==> config.mk <==
export PLATFORM = sky130hd
export DESIGN_NAME = slide_pot_sequencer
export DESIGN_NICKNAME = d
export VERILOG_FILES = /design/src/rtl/slide_pot_sequencer.sv
export SDC_FILE = /design/constraint.sdc
export NUM_CORES = 1
export LEC_CHECK = 0
export BUFFER_PORTS_ARGS = -buffer_cell sky130_fd_sc_hd__buf_2
export CAP_MARGIN = 20
export CELL_PAD_IN_SITES_DETAIL_PLACEMENT = 2
export CELL_PAD_IN_SITES_GLOBAL_PLACEMENT = 2
export CORE_ASPECT_RATIO = 0.9
export CORE_MARGIN = 2
export CORE_UTILIZATION = 37
export DETAILED_ROUTE_END_ITERATION = 10
export PLACE_DENSITY = 0.83
export REMOVE_ABC_BUFFERS = 1
export SYNTH_ARGS = -nofsm -noshare
export SYNTH_HDL_FRONTEND = slang
export SYNTH_SLANG_ARGS = --single-unit
==> constraint.sdc <==
create_clock -name clk -period 3.1 [get_ports clk]
set_input_delay 0.465 -clock clk [delete_from_list [all_inputs] [get_ports clk]]
set_output_delay 0.465 -clock clk [all_outputs]
set_load 0.01 [all_outputs]
==> src/rtl/slide_pot_sequencer.sv <==
`default_nettype none
//------------------------------------------------------------------------------
// slide_pot_sequencer: round-robin A2D scheduler for the six slide pots; holds
// the latest 12-bit result per pot. Optional macro POT_SMOOTH_EN adds smoothing.
// Revision 1.0
//------------------------------------------------------------------------------
module slide_pot_sequencer #(
   parameter int SWEEP_GAP = 4096,
   parameter int TIMEOUT   = 2048
) (
   input  logic        clk,
   input  logic        rst_n,
   input  logic        restart_i,
   output logic        strt_cnv_o,
   output logic [2:0]  chnl_o,
   input  logic        cnv_cmplt_i,
   input  logic [11:0] res_i,
   output logic [11:0] lp_gain_o,
   output logic [11:0] b1_gain_o,
   output logic [11:0] b2_gain_o,
   output logic [11:0] b3_gain_o,
   output logic [11:0] hp_gain_o,
   output logic [11:0] volume_o,
   output logic        sweep_done_o,
   output logic        all_valid_o,
   output logic        timeout_err_o
);

   localparam int              GW         = $clog2(SWEEP_GAP + 1);
   localparam int              TW         = $clog2(TIMEOUT + 1);
   localparam logic [GW-1:0]   GAP_RELOAD = GW'(SWEEP_GAP - 1);
   localparam logic [TW-1:0]   TMO_LOAD   = TW'(TIMEOUT - 1);
   localparam logic [2:0]      LAST_SLOT  = 3'd5;

   typedef enum logic [1:0] {
      IDLE  = 2'd0,
      START = 2'd1,
      WAIT  = 2'd2,
      STORE = 2'd3
   } state_t;

   state_t        state_q, state_d;
   logic [2:0]    slot_q, slot_d;
   logic [GW-1:0] gap_q, gap_d;
   logic [TW-1:0] tmo_q, tmo_d;
   logic [2:0]    chnl_q, chnl_d;
   logic [11:0]   res_q, res_d;
   logic          ok_q, ok_d;
   logic [5:0]    valid_q, valid_d;
   logic          terr_q, terr_d;
   logic [11:0]   pot_q [6];
   logic [11:0]   pot_d [6];
   logic [11:0]   store_val;

   function automatic logic [2:0] chnl_of(input logic [2:0] slot);
      case (slot)
         3'd0:    chnl_of = 3'd1;
         3'd1:    chnl_of = 3'd0;
         3'd2:    chnl_of = 3'd4;
         3'd3:    chnl_of = 3'd2;
         3'd4:    chnl_of = 3'd3;
         default: chnl_of = 3'd7;
      endcase
   endfunction

`ifdef POT_SMOOTH_EN
   logic signed [12:0] delta, blend;
   // Quarter-step IIR toward the new sample; a slot's first sample is taken as-is.
   always_comb begin
      delta     = $signed({1'b0, res_q}) - $signed({1'b0, pot_q[slot_q]});
      blend     = $signed({1'b0, pot_q[slot_q]}) + (delta >>> 2);
      store_val = valid_q[slot_q] ? blend[11:0] : res_q;
   end
`else
   assign store_val = res_q;
`endif

   always_ff @(posedge clk or negedge rst_n) begin
      if (!rst_n) begin
         state_q <= IDLE;
         slot_q  <= '0;
         gap_q   <= GW'(1);
         tmo_q   <= '0;
         chnl_q  <= '0;
         res_q   <= '0;
         ok_q    <= 1'b0;
         valid_q <= '0;
         terr_q  <= 1'b0;
         pot_q   <= '{default: '0};
      end else begin
         state_q <= state_d;
         slot_q  <= slot_d;
         gap_q   <= gap_d;
         tmo_q   <= tmo_d;
         chnl_q  <= chnl_d;
         res_q   <= res_d;
         ok_q    <= ok_d;
         valid_q <= valid_d;
         terr_q  <= terr_d;
         pot_q   <= pot_d;
      end
   end

   always_comb begin
      state_d = state_q;
      slot_d  = slot_q;
      gap_d   = gap_q;
      tmo_d   = tmo_q;
      chnl_d  = chnl_q;
      res_d   = res_q;
      ok_d    = ok_q;
      valid_d = valid_q;
      terr_d  = terr_q;
      pot_d   = pot_q;
      if (restart_i) begin
         state_d = START;
         slot_d  = '0;
      end else begin
         case (state_q)
            IDLE: begin
               if (gap_q == '0) state_d = START;
               else             gap_d   = gap_q - GW'(1);
            end
            START: begin
               tmo_d   = TMO_LOAD;
               state_d = WAIT;
            end
            WAIT: begin
               // A completion in the expiry cycle still wins over the timeout.
               if (cnv_cmplt_i) begin
                  res_d   = res_i;
                  ok_d    = 1'b1;
                  state_d = STORE;
               end else if (tmo_q == '0) begin
                  terr_d  = 1'b1;
                  ok_d    = 1'b0;
                  state_d = STORE;
               end else begin
                  tmo_d = tmo_q - TW'(1);
               end
            end
            STORE: begin
               if (ok_q) begin
                  pot_d[slot_q]   = store_val;
                  valid_d[slot_q] = 1'b1;
               end
               if (slot_q == LAST_SLOT) begin
                  slot_d  = '0;
                  gap_d   = GAP_RELOAD;
                  state_d = IDLE;
               end else begin
                  slot_d  = slot_q + 3'd1;
                  state_d = START;
               end
            end
            default: state_d = IDLE;
         endcase
      end
      if (state_d == START) chnl_d = chnl_of(slot_d);
   end

   assign strt_cnv_o    = (state_q == START);
   assign sweep_done_o  = (state_q == STORE) && (slot_q == LAST_SLOT);
   assign chnl_o        = chnl_q;
   assign all_valid_o   = &valid_q;
   assign timeout_err_o = terr_q;
   assign lp_gain_o     = pot_q[0];
   assign b1_gain_o     = pot_q[1];
   assign b2_gain_o     = pot_q[2];
   assign b3_gain_o     = pot_q[3];
   assign hp_gain_o     = pot_q[4];
   assign volume_o      = pot_q[5];

endmodule
`default_nettype wire

Yosys cells after proc, flatten, opt, wreduce, memory -nomap -nowiden
Cells that the tools add are included.

word-level totals
  flip-flop bits (word level) = 125
  latch bits = 0
  memory bits (writable) = 0
  bits in read-only memories = 0
  output and inout bits = 79
  memories kept = 0

operators by class
  $add $sub $neg = 3
  $mul = 0
  div/mod/pow operators = 0
  order comparisons = 4
  equal/unequal tests = 13
  shift-type cells = 0
  multiplexer cells = 23
  bitwise gates (word level) = 4
  reduce and logical (&&, ||, !) cells = 17

operators with widths
  kind                   count
  $bwmux 72              1
  $demux 12 s3           1
  $mux 12                3
  $mux 13                2
  $pmux 13 s2            1
  $pmux 12 s2            1
  $pmux 3 s5             1
  $logic_not 13->1       1
  $sub 13x1->13 const B  1
  $logic_not 12->1       1
  $reduce_and 4->1       3
  $sub 12x1->12 const B  1
  $mux 3                 3
  $reduce_and 3->1       3
  $mux 2                 4
  $ne 2x2->1 const B     4
  $pmux 2 s4             1
  $eq 3x2->1 const B     2
  $eq 3x3->1 const B     2
  $or 6x6->6             1
  $reduce_and 6->1       1
  $reduce_bool 2->1      3
  $eq 2x1->1 const B     2
  $eq 2x2->1 const B     2
  other kinds (13)       19

Logic depth before layout (Yosys ltp)
  depth in word-level cells = 6
  mapped depth = 8
  gate-level depth less buffers = 7

Least setup slack after synthesis
OpenSTA, ideal clock, no wires.

  path kind = reg2reg
  start = reg state_q[0]
  end = reg chnl_q[2], in the netlist chnl_o[2]
  data arrival time = 2.026 ns
  setup slack = 0.949 ns
  stages on the path, launching flop included = 8
  buffers on the path = 0
  cells stage by stage = dfrtp_1 -> inv_1 -> ha_1 -> nor4b_1 -> nand4b_4 -> a221oi_4 -> nor2_2 -> mux2_4

between the ends
  cells in the longest elaborated chain, start to end = 5

ends and longest elaborated chain
  item                                      RTL line  source
  from (decl)                               42        state_t state_q, state_d;
  from (signal assigned)                    91        state_q <= state_d;
  $eq 2x2->1 or $mux 2 (tied branches)      119, 134
  $mux 3 or $mux 2 (tied branches)          119, 130
  $mux 3 or $pmux 2 s4 (tied branches)      115, 119
  $eq 3x3->1 (tied with other cells)        56        case (slot)
  $pmux 3 s5 or $eq 2x1->1 (tied branches)  56, 159
  to (signal assigned)                      95        chnl_q <= chnl_d;
  to (decl)                                 46        logic [2:0] chnl_q, chnl_d;

Several ways; a longest one is shown, not always the timed one.
A chain may end at the register's enable or synchronous reset.

Final worst setup path
  start = reg gap_q[0]
  end = reg gap_q[8]

between the ends
  cells in the longest elaborated chain, start to end = 3

ends and longest elaborated chain
  item                                               RTL line  source
  from (decl)                                        44        logic [GW-1:0] gap_q, gap_d;
  from (signal assigned)                             93        gap_q <= gap_d;
  $sub 13x1->13 or $logic_not 13->1 (tied branches)  122, 121
  $mux 13 or $ne 2x2->1 (tied branches)              -
  $pmux 13 s2 or $reduce_and 4->1 (tied branches)    -

Several ways; a longest one is shown, not always the timed one. The select of a mux whose other input is x is not followed.

==> impl_metrics.py <==
metrics = {
    "clocking": {
        "cts_root_buffer": "clkbuf_16",
        "clockBufferDepth": 2,
        "cts-hold-fix-buffers": 0,
        "post-cts-setup-buffer-count": 0,
        "post_cts_resize_count": 0,
        "cts_buffers": 17,
        "htreeDepth": 4,
        "cts_num_sinks": 125,
        "clkLatencyLatePin_ns": 0.42,
        "clkTransAtPathRegs_ns": 0.06,
        "cts_tree": "built",
    },
    "sta": {
        "hold_viol_final": 0,
        "clock.fmax_ghz": 0.3887,
        "finalMaxSlewViolations": 0,
        "slew_headroom": 0.4580,
        "layout_min_cycle_time_ns": 2.573,
        "tns_ns": 0,
        "finalClockSkew_ns": 0.009962,
        "setup_viol_count_final": 0,
        "fin_crit_sh": 0.8300,
        "worst_slew_pin_slew_ns": 0.8130,
        "rsz0062_at_grt": "false",
    },
    "critical_path": {
        "worstSetupEndpointType": "flop",
        "r2r_end": "gap_q[8]$_DFFE_PN0P_",
        "rrSetupSlack_ns": 0.53,
        "startpoint_type": "flop",
        "cp.arrival_ns": 2.82,
        "crit-reg2reg-launch": "gap_q[0]$_DFFE_PN1P_",
        "path_class": "reg -> reg",
        "cp_cell_sequence": "inv_1 -> ha_1 -> nor3b_2 -> nand4_1 -> nand4_1 -> o41ai_1 -> o21ai_0",
        "required_ns": 3.34,
        "slowest_stage": "dfstp_2",
        "worstPathMaxFanout": 5,
        "reg2reg_depth": 7,
        "crit_path_frequent_cell": "nand4_1",
        "cp_slowest_stage_delay_ns": 0.55,
    },
    "layout": {
        "n_antenna_cell": 0,
        "area_delta_synth_final_pct": 24.73,
        "drive_above_1_share": 0.4361,
        "final_cell_mix": "124 x dfrtp_1, 93 x buf_2, 85 x mux2_2",
        "final_common_cell": "dfrtp_1",
        "num-nets-final": 542,
    },
    "placement": {
        "hpwl_microns": 10140,
        "numPortBuffers": 94,
        "gp_congestion": 0.7562,
    },
    "yosys": {
        "synthFlopType": "dfrtp_1",
        "synth_seq_cells": 125,
        "synth-edff-count": 0,
        "ys_types": 51,
        "yosysWarningCount": 0,
        "async_reset_ff_frac": 1.000,
        "synth-seq-area-share": 0.5863,
        "syn_area_sq_mm": 0.005338,
        "synthCells": 416,
        "syn-mean-instance-area_sq_um": 12.83,
    },
    "power_and_ir_drop": {
        "ir_drop_mv": 0.4154,
        "power_density_mw_per_mm2": 907.5,
        "p_comb_frac": 0.240,
        "power_frac_seq": 0.424,
        "p_int_w": 0.003997,
        "swShare": 0.3384,
        "power_leakage_nw": 3.339,
        "power_switching_w": 0.002045,
        "power.share.clock": 0.337,
        "totalPowerFinal_w": 0.006042,
    },
    "die": {
        "start_util": 0.3797,
        "dieArea_sq_mm": 0.01540,
        "die_w_microns": 130.6,
        "placementRows": 41,
        "fp.dieH_microns": 117.9,
        "ios": 95,
        "coreArea_sq_mm": 0.01406,
    },
    "global_routing": {
        "antenna_found_initial": 0,
        "grt_pass1_vias": 4380,
        "overflow": 0,
        "grt_pass1_wl_microns": 26030,
        "grt_usage": 0.2229,
        "grt_max_degree": 54,
    },
    "detailed_routing": {
        "drtIter0Drc": 127,
        "m1WireLength_microns": 7157,
        "num_vias": 3805,
        "drc": 0,
        "top_layer_used": "met4",
        "met2_length_microns": 8268,
        "routed-wl-met3_microns": 417,
        "detail-route-antenna-nets": 0,
        "wl_per_cell_microns": 22.15,
        "routed_wl_microns": 16060,
        "via_per_inst": 5.248,
        "drt_pass1_iterations": 6,
    },
    "flow_run": {
        "drv_cap": 0,
    },
    "status": {
        "status": "completed",
    },
    "worst_hold_path": {
        "hold_path_class": "in -> async",
    },
}
[state kept, by name, indices dropped and copies added, names as in the netlist]
name,count
gap_q,13
b1_gain_o,12
b2_gain_o,12
b3_gain_o,12
hp_gain_o,12
lp_gain_o,12
res_q,12
tmo_q,12
volume_o,12
valid_q,6
chnl_o,3
slot_q,3
state_q,2
ok_q,1
timeout_err_o,1
[worst max path at each step]
| stage | from | end | slack, ns | depth (start not counted) |
|---|---|---|---|---|
| after detailed placement | state_q[0]$_DFF_PN0_ | gap_q[8]$_DFFE_PN0P_ | 0.76 | 7 |
| after floorplan | state_q[0]$_DFF_PN0_ | b3_gain_o[0]$_DFFE_PN0P_ | 0.59 | 4 |
| final | gap_q[0]$_DFFE_PN1P_ | gap_q[8]$_DFFE_PN0P_ | 0.53 | 7 |
| after global routing | state_q[0]$_DFF_PN0_ | gap_q[8]$_DFFE_PN0P_ | 0.38 | 7 |
| after global placement | state_q[0]$_DFF_PN0_ | tmo_q[8]$_DFFE_PN0P_ | 0.89 | 6 |
| after CTS | gap_q[0]$_DFFE_PN1P_ | gap_q[8]$_DFFE_PN0P_ | 0.55 | 7 |
[logic make-up after synthesis]
group	synth area share
muxes	0.1859
and+or+nand+nor	0.09869
DFF	0.5863
buffers and inverters	0.02555
xor gates and xnor gates	0.001641
AOI/OAI and AO/OA	0.08556
adders and majority gates	0.01641
[power groups by stage]
stage	sequential [W]	clock, W	combinational (W)
floorplan	0.00248	0	0.000831
global placement	0.00248	0	0.00132
detailed placement	0.00255	0	0.00142
CTS	0.00256	0.00207	0.00147
global route	0.00264	0.00213	0.00160
finish	0.00256	0.00204	0.00145
[layer usage]
| metal | track usage | up-vias |
|---|---|---|
| li1 | - | 1702 |
| met1 | 0.2924 | 2004 |
| met2 | 0.3760 | 82 |
| met3 | 0.03864 | 17 |
| met4 | 0.06649 | 0 |
| met5 | 0 | - |
[cells in the mapped netlist, types with 5 or more instances]
| master | instances | area (sq um) |
|---|---|---|
| dfrtp_1 | 124 | 3103 |
| mux2_2 | 85 | 957.2 |
| nor2_1 | 21 | 78.83 |
| nand2_1 | 19 | 71.32 |
| o21ai_0 | 15 | 75.07 |
| a21oi_1 | 14 | 70.07 |
| inv_1 | 14 | 52.55 |
| buf_2 | 7 | 35.03 |
| clkbuf_1 | 7 | 26.28 |
| ha_1 | 7 | 87.58 |
| nand2b_1 | 7 | 43.79 |
| nor3_1 | 7 | 35.03 |
| or3_1 | 6 | 37.54 |
| buf_1 | 5 | 18.77 |
| nand3_1 | 5 | 25.02 |
| o31ai_1 | 5 | 37.54 |
| o41ai_1 | 5 | 43.79 |
[stage by stage]
stage          instance area [sq um]    util  instances  hold slack, ns  worst slack, ns
3_5_place_dp                    6057  0.4309        693          0.4563           0.7597
4_1_cts                         6658  0.4737        725          0.1197           0.5529
3_3_place_gp                    6057  0.4309        693          0.4503           0.8856
5_1_grt                         6658  0.4737        725          0.1565           0.3771
6_report                        6658  0.4737        725          0.1084           0.5271
2_1_floorplan                   5258       -        397          0.1694           0.5855
[critical path: cells and delay by family, from the launching register on]
family | cells | cell delay (ns)
adder cells (fa/ha/maj) | 1 | 0.22
AND/OR/NAND/NOR | 3 | 0.82
flip-flops | 1 | 0.55
AO/OA/AOI/OAI | 2 | 0.76
buffers and inverters | 1 | 0.05
[area by class of cell]
class | instances | area, sq um
Sequential cell | 125 | 3129
Multi-Input combinational cell | 257 | 2077
Fill cell | 1422 | 7398
Clock inverter | 12 | 143.9
Timing Repair Buffer | 103 | 553.0
Inverter | 15 | 56.30
Tap cell | 193 | 241.5
Clock buffer | 20 | 456.7
Power figures use the tool's default switching activity.
